File: src/rtl/writeback_arbiter.sv
// Writeback stage: per-source completion FIFOs merged round-robin into one
// registered regfile write port, with flush, $zero suppression and a
// retired-instruction counter.
module writeback_arbiter #(
  parameter int unsigned NUM_SRC = 2,
  parameter int unsigned DEPTH   = 4,
  parameter int unsigned ADDR_W  = 32,
  parameter int unsigned DATA_W  = 32,
  parameter int unsigned REG_AW  = 5,
  localparam int unsigned SRC_W  = (NUM_SRC > 1) ? $clog2(NUM_SRC) : 1
) (
  input  logic                        clk,
  input  logic                        reset_n,
  input  logic                        flush,
  input  logic [NUM_SRC-1:0]          src_valid,
  output logic [NUM_SRC-1:0]          src_ready,
  input  logic [NUM_SRC*ADDR_W-1:0]   src_pc,
  input  logic [NUM_SRC-1:0]          src_reg_write,
  input  logic [NUM_SRC*REG_AW-1:0]   src_reg_dst,
  input  logic [NUM_SRC*DATA_W-1:0]   src_wdata,
  output logic                        wb_valid,
  output logic [SRC_W-1:0]            wb_src,
  output logic [ADDR_W-1:0]           wb_pc,
  output logic                        wb_reg_write,
  output logic [REG_AW-1:0]           wb_reg_dst,
  output logic [DATA_W-1:0]           wb_wdata,
  output logic [31:0]                 retired_count
);

  localparam int unsigned IDX_W = $clog2(DEPTH);
  localparam int unsigned PTR_W = IDX_W + 1;

  // FIFO storage, one bank per source
  logic [ADDR_W-1:0] pc_mem   [NUM_SRC][DEPTH];
  logic              rw_mem   [NUM_SRC][DEPTH];
  logic [REG_AW-1:0] dst_mem  [NUM_SRC][DEPTH];
  logic [DATA_W-1:0] data_mem [NUM_SRC][DEPTH];

  logic [PTR_W-1:0] wr_ptr_q [NUM_SRC];
  logic [PTR_W-1:0] wr_ptr_d [NUM_SRC];
  logic [PTR_W-1:0] rd_ptr_q [NUM_SRC];
  logic [PTR_W-1:0] rd_ptr_d [NUM_SRC];

  logic [NUM_SRC-1:0] empty, full, push, pop;

  logic             grant_valid;
  logic [SRC_W-1:0] grant_idx;
  logic [SRC_W-1:0] last_grant_q, last_grant_d;

  logic              head_rw;
  logic [ADDR_W-1:0] head_pc;
  logic [REG_AW-1:0] head_dst;
  logic [DATA_W-1:0] head_data;

  logic              wb_valid_q, wb_valid_d;
  logic [SRC_W-1:0]  wb_src_q, wb_src_d;
  logic [ADDR_W-1:0] wb_pc_q, wb_pc_d;
  logic              wb_reg_write_q, wb_reg_write_d;
  logic [REG_AW-1:0] wb_reg_dst_q, wb_reg_dst_d;
  logic [DATA_W-1:0] wb_wdata_q, wb_wdata_d;
  logic [31:0]       retired_q, retired_d;

  // FIFO status; ready depends only on occupancy, so a full FIFO stays
  // not-ready even in a cycle where it pops
  always_comb begin
    for (int i = 0; i < NUM_SRC; i++) begin
      empty[i] = (wr_ptr_q[i] == rd_ptr_q[i]);
      full[i]  = (wr_ptr_q[i][PTR_W-1] != rd_ptr_q[i][PTR_W-1]) &&
                 (wr_ptr_q[i][IDX_W-1:0] == rd_ptr_q[i][IDX_W-1:0]);
      push[i]  = src_valid[i] && !full[i] && !flush;
    end
  end

  assign src_ready = ~full;

  // Round-robin pick: lowest requester above last_grant, else lowest overall
  always_comb begin
    logic             hi_valid;
    logic [SRC_W-1:0] hi_idx;
    logic [SRC_W-1:0] lo_idx;
    hi_valid    = 1'b0;
    hi_idx      = '0;
    lo_idx      = '0;
    grant_valid = 1'b0;
    for (int i = NUM_SRC - 1; i >= 0; i--) begin
      if (!empty[i]) begin
        grant_valid = 1'b1;
        lo_idx      = SRC_W'(i);
        if (SRC_W'(i) > last_grant_q) begin
          hi_valid = 1'b1;
          hi_idx   = SRC_W'(i);
        end
      end
    end
    grant_idx = hi_valid ? hi_idx : lo_idx;
  end

  // Head-entry mux of the granted source, plus pop decode
  always_comb begin
    head_rw   = 1'b0;
    head_pc   = '0;
    head_dst  = '0;
    head_data = '0;
    for (int i = 0; i < NUM_SRC; i++) begin
      pop[i] = grant_valid && (grant_idx == SRC_W'(i)) && !flush;
      if (grant_idx == SRC_W'(i)) begin
        head_rw   = rw_mem[i][rd_ptr_q[i][IDX_W-1:0]];
        head_pc   = pc_mem[i][rd_ptr_q[i][IDX_W-1:0]];
        head_dst  = dst_mem[i][rd_ptr_q[i][IDX_W-1:0]];
        head_data = data_mem[i][rd_ptr_q[i][IDX_W-1:0]];
      end
    end
  end

  // Pointer next-state; flush empties every FIFO and blocks push/pop
  always_comb begin
    for (int i = 0; i < NUM_SRC; i++) begin
      wr_ptr_d[i] = wr_ptr_q[i];
      rd_ptr_d[i] = rd_ptr_q[i];
      if (flush) begin
        wr_ptr_d[i] = '0;
        rd_ptr_d[i] = '0;
      end else begin
        if (push[i]) wr_ptr_d[i] = wr_ptr_q[i] + PTR_W'(1);
        if (pop[i])  rd_ptr_d[i] = rd_ptr_q[i] + PTR_W'(1);
      end
    end
  end

  // Pointer registers
  always_ff @(posedge clk or negedge reset_n) begin
    if (!reset_n) begin
      for (int i = 0; i < NUM_SRC; i++) begin
        wr_ptr_q[i] <= '0;
        rd_ptr_q[i] <= '0;
      end
    end else begin
      wr_ptr_q <= wr_ptr_d;
      rd_ptr_q <= rd_ptr_d;
    end
  end

  // FIFO payload write; contents need no reset, pointers gate visibility
  always_ff @(posedge clk) begin
    for (int i = 0; i < NUM_SRC; i++) begin
      if (push[i]) begin
        pc_mem[i][wr_ptr_q[i][IDX_W-1:0]]   <= src_pc[i*ADDR_W +: ADDR_W];
        rw_mem[i][wr_ptr_q[i][IDX_W-1:0]]   <= src_reg_write[i];
        dst_mem[i][wr_ptr_q[i][IDX_W-1:0]]  <= src_reg_dst[i*REG_AW +: REG_AW];
        data_mem[i][wr_ptr_q[i][IDX_W-1:0]] <= src_wdata[i*DATA_W +: DATA_W];
      end
    end
  end

  // Writeback register, arbiter state and retire counter next-state
  always_comb begin
    wb_valid_d     = 1'b0;
    wb_reg_write_d = 1'b0;
    wb_src_d       = wb_src_q;
    wb_pc_d        = wb_pc_q;
    wb_reg_dst_d   = wb_reg_dst_q;
    wb_wdata_d     = wb_wdata_q;
    last_grant_d   = last_grant_q;
    retired_d      = retired_q;
    if (flush) begin
      last_grant_d = SRC_W'(NUM_SRC - 1);
    end else if (grant_valid) begin
      wb_valid_d     = 1'b1;
      wb_src_d       = grant_idx;
      wb_pc_d        = head_pc;
      // Writes to $zero retire but never reach the regfile
      wb_reg_write_d = head_rw && (head_dst != '0);
      wb_reg_dst_d   = head_dst;
      wb_wdata_d     = head_data;
      last_grant_d   = grant_idx;
      retired_d      = retired_q + 32'd1;
    end
  end

  // Output and arbiter state registers
  always_ff @(posedge clk or negedge reset_n) begin
    if (!reset_n) begin
      wb_valid_q     <= 1'b0;
      wb_src_q       <= '0;
      wb_pc_q        <= '0;
      wb_reg_write_q <= 1'b0;
      wb_reg_dst_q   <= '0;
      wb_wdata_q     <= '0;
      last_grant_q   <= SRC_W'(NUM_SRC - 1);
      retired_q      <= '0;
    end else begin
      wb_valid_q     <= wb_valid_d;
      wb_src_q       <= wb_src_d;
      wb_pc_q        <= wb_pc_d;
      wb_reg_write_q <= wb_reg_write_d;
      wb_reg_dst_q   <= wb_reg_dst_d;
      wb_wdata_q     <= wb_wdata_d;
      last_grant_q   <= last_grant_d;
      retired_q      <= retired_d;
    end
  end

  assign wb_valid      = wb_valid_q;
  assign wb_src        = wb_src_q;
  assign wb_pc         = wb_pc_q;
  assign wb_reg_write  = wb_reg_write_q;
  assign wb_reg_dst    = wb_reg_dst_q;
  assign wb_wdata      = wb_wdata_q;
  assign retired_count = retired_q;

endmodule

File: config.mk
export PLATFORM = sky130hd
export DESIGN_NAME = writeback_arbiter
export DESIGN_NICKNAME = d
export VERILOG_FILES = /design/src/rtl/writeback_arbiter.sv
export SDC_FILE = /design/constraint.sdc
export NUM_CORES = 1
export LEC_CHECK = 0
export BUFFER_PORTS_ARGS = -buffer_cell sky130_fd_sc_hd__buf_2
export CAP_MARGIN = 5
export CORE_UTILIZATION = 24
export CTS_CLUSTER_SIZE = 28
export DETAILED_ROUTE_END_ITERATION = 10
export GPL_TIMING_DRIVEN = 0
export REMOVE_ABC_BUFFERS = 1
export SYNTH_ARGS = -nofsm -noshare
export SYNTH_HDL_FRONTEND = slang
export SYNTH_SLANG_ARGS = --single-unit
File: constraint.sdc
create_clock -name clk -period 6.2 [get_ports clk]
set_input_delay 0.62 -clock clk [delete_from_list [all_inputs] [get_ports clk]]
set_output_delay 0.62 -clock clk [all_outputs]
set_load 0.01 [all_outputs]
==> results.cfg <==
[status]
status = complete, no violations

[sta]
rsz0062_at_grt = false
clock_skew_ps = 40.60
setup_viol = 0
hold_violations = 0
slew_viol_final = 0
max_freq_ghz = 0.2724
slew_headroom = 0.4576
period_share = 0.5922
whs_ps = 190.2
tightest_slew_ps = 813.7
fin_crit_ps = 3671

[pwr]
intPower_uw = 9455
p_leak_uw = 0.01110
p_sw_frac = 0.2858
seqPwrFrac = 0.429
switching_power_uw = 3783
p_per_area_nw_per_um2 = 418.0
ir_drop_mv = 0.4254
clock_power_share = 0.347
p_comb_frac = 0.224

[logic_synthesis]
async_flop_share = 0.1728
syn_inst = 1257
ys_seq_area_frac = 0.7651
synth_enable_flop_cells = 560
yosys.area.top_type = edfxtp_1
synth_common_cells = 560 x edfxtp_1, 140 x mux4_2, 116 x dfrtp_1, 83 x nand2_1
yosys.area.top_type_share = 0.6516
ys.flop_type = edfxtp_1
ys_types = 42
ys_ff_latch = 677
synthTopCellsByArea = edfxtp_1 65%, mux4_2 12%, dfrtp_1 11%, mux2i_1 2.6%, o21ai_0 1.3%
synth_area_sq_um = 25810
yosys_warnings = 0
avgSynthCellArea_sq_um = 20.53
yosysMostFrequentCell = edfxtp_1

[route]
drc_errors = 0
first_pass_iters = 5
via_per_inst = 4.265
vias = 12780
wl_per_cell_um = 19.90
wl_um = 59650
drtAntennaViolNets = 0
drt-initial-drc-count = 641

[setup_path]
path_cells = buf_16 > xor2_2 > nor3_4 > a21o_4 > buf_16 > buf_16 > clkinv_1 > mux2_2
cpMaxStageDelayCell = dfrtp_4
r2r-start = rd_ptr_q[4]
cp_common_cell = buf_16
worstReg2RegEnd = wb_reg_dst[2]
arrival_ps = 4180
critPathMaxStageDelay_ps = 880
path_class = flop to flop
r2r_slack_ps = 2530
critPathCaptureType = flop
cp-start-kind = flop
cp_max_fo = 69
worstPathRequired_ps = 6700
r2r_cells = 8

[cells_and_area]
final_cells = 2997
final_nets = 1698
nFillCells = 10360
multi_input_area_sq_um = 5779
final_layout_size_suffix_gt1_frac = 0.3450
fin_area_sq_um = 31670
final-seq-area_sq_um = 19760
area_growth_pct = 22.70

[place]
placed_area_sq_um = 29060
place.gp.congestion = 0.7401
dp.cells = 2857
hpwl_um = 38870
numPortBuffers = 250

[clocking]
cts.reportedPaths.clkPinSlew_ps = 60
numClockSinks = 677
clkLatencyLatePin_ps = 640
cts_tree = built
ctsHtreeMaxLevel = 3
cts_buffers = 73
cts_root_buffer = clkbuf_16
cts.path.max_buffers = 3
cts_resized = 0

[global_routing]
grt_max_degree = 80
grt_overflow = 0
antenna_found_initial = 14
grt_pass1_wl_um = 88000
grt_use_total = 0.1095
grt_pass1_vias = 13870

[hold_path]
holdPathEnd = pc_mem[0][2]
min_delay_path_depth = 1
hp-class = input pin to flop
hp-start = src_pc[2]

[die]
rows = 119
fp.dieW_um = 329.9
start_util = 0.2434
boundaryPins = 251
core_area_sq_um = 106000
fp.dieArea_sq_um = 108900
dieHeight_um = 329.9

[job]
maxCapViolations = 0
## state kept, by name, summed over array words and instances (netlist names)
name / flops
wb_reg_write: 1
pc_mem: 256
retired_count: 32
wb_valid: 1
wb_reg_dst: 5
rw_mem: 8
data_mem: 256
rd_ptr_q: 6
wr_ptr_q: 6
last_grant_q: 1
wb_pc: 32
wb_wdata: 32
wb_src: 1
dst_mem: 40
## final cells by class
cell class / instances / share of cell area
Multi-Input combinational cell: 513 / 0.1825
Timing Repair Buffer: 269 / 0.05567
Tap cell: 1391 / 0.05496
Clock buffer: 91 / 0.06207
Clock inverter: 45 / 0.01960
Inverter: 8 / 0.0009483
Antenna cell: 3 / 0.0002371
Sequential cell: 677 / 0.6240
## repair_timing
item                                   in CTS  in global routing
hold buffers                                1                  0
endpoints found under the hold margin      38                  0
setup buffers                               0                  0
## through the flow
step                      power, uW    util   TNS, ps  setup slack, ps
after floorplan                7685       -    -16410           -957.5
after global placement         8927  0.2689  -2269680            -5823
after detailed placement       8824  0.2741         0             2429
after CTS                     13490  0.2986         0             2419
after global routing          13880  0.2987         0             2255
final                         13240  0.2987         0             2529
## metal layers
metal	track usage	share of wire	vias to the layer above
li1	-	-	5620
met1	0.1376	0.42	6711
met2	0.1828	0.49	325
met3	0.02883	0.062	103
met4	0.03533	0.022	22
met5	0	0.0023	-
## placed cells by master (no fill, tap or decap), types with 6 or more instances in the layout
cell         n
a21oi_1      6
ha_1        11
clkbuf_1    12
o21ai_0     68
nand4_1      8
clkinv_2     9
mux2i_1     68
buf_2      249
bufinv_16   10
nor2_1      16
and2_4       8
mux2_2       6
buf_16      18
xor2_1      13
clkinv_1    12
mux4_2     140
nand3_1     23
dfrtp_1    112
clkbuf_16   74
nand2_1     83
edfxtp_1   560
inv_1        7
xnor2_1     30
## power groups by stage
stage | Sequential, uW | Combinational (uW) | Clock, uW
floorplan | 5960 | 1720 | 0
global placement | 6060 | 2870 | 0
detailed placement | 5770 | 3050 | 0
CTS | 5680 | 3060 | 4740
global route | 5730 | 3250 | 4900
finish | 5680 | 2960 | 4600
## cells by family (layout without fill, tap and decap cells)
| group | after synthesis | count (layout) | share of synthesized area |
|---|---|---|---|
| flops | 677 | 677 | 0.7651 |
| mux | 214 | 214 | 0.1512 |
| simple gates | 160 | 160 | 0.03011 |
| compound gates | 82 | 82 | 0.01925 |
| buf+inv | 67 | 413 | 0.01260 |
| xor+xnor | 46 | 46 | 0.01648 |
| fa+ha+maj | 11 | 11 | 0.005333 |
| other cells | 0 | 3 | 0 |
## worst max path at each step
stage | startpoint | cells after the start | end | slack [ps]
finish | rd_ptr_q[4] | 8 | wb_reg_dst[2] | 2530
global route | rd_ptr_q[4] | 8 | wb_reg_dst[0] | 2250
CTS | rd_ptr_q[4] | 8 | wb_reg_dst[0] | 2420
detailed placement | rd_ptr_q[4] | 8 | wb_reg_dst[0] | 2430
global placement | rd_ptr_q[3] | 5 | wb_reg_dst[4] | -5820
floorplan | rd_ptr_q[3] | 5 | wb_reg_dst[0] | -960
## critical path, delay by kind of cell, from the launching register on
family	cells	cell delay, ps
multiplexers	1	360
AO/OA/AOI/OAI	1	460
XOR/XNOR	1	190
AND/OR/NAND/NOR	1	450
flip-flops	1	880
buffers and inverters	4	1150
Power figures use the tool's default switching activity.
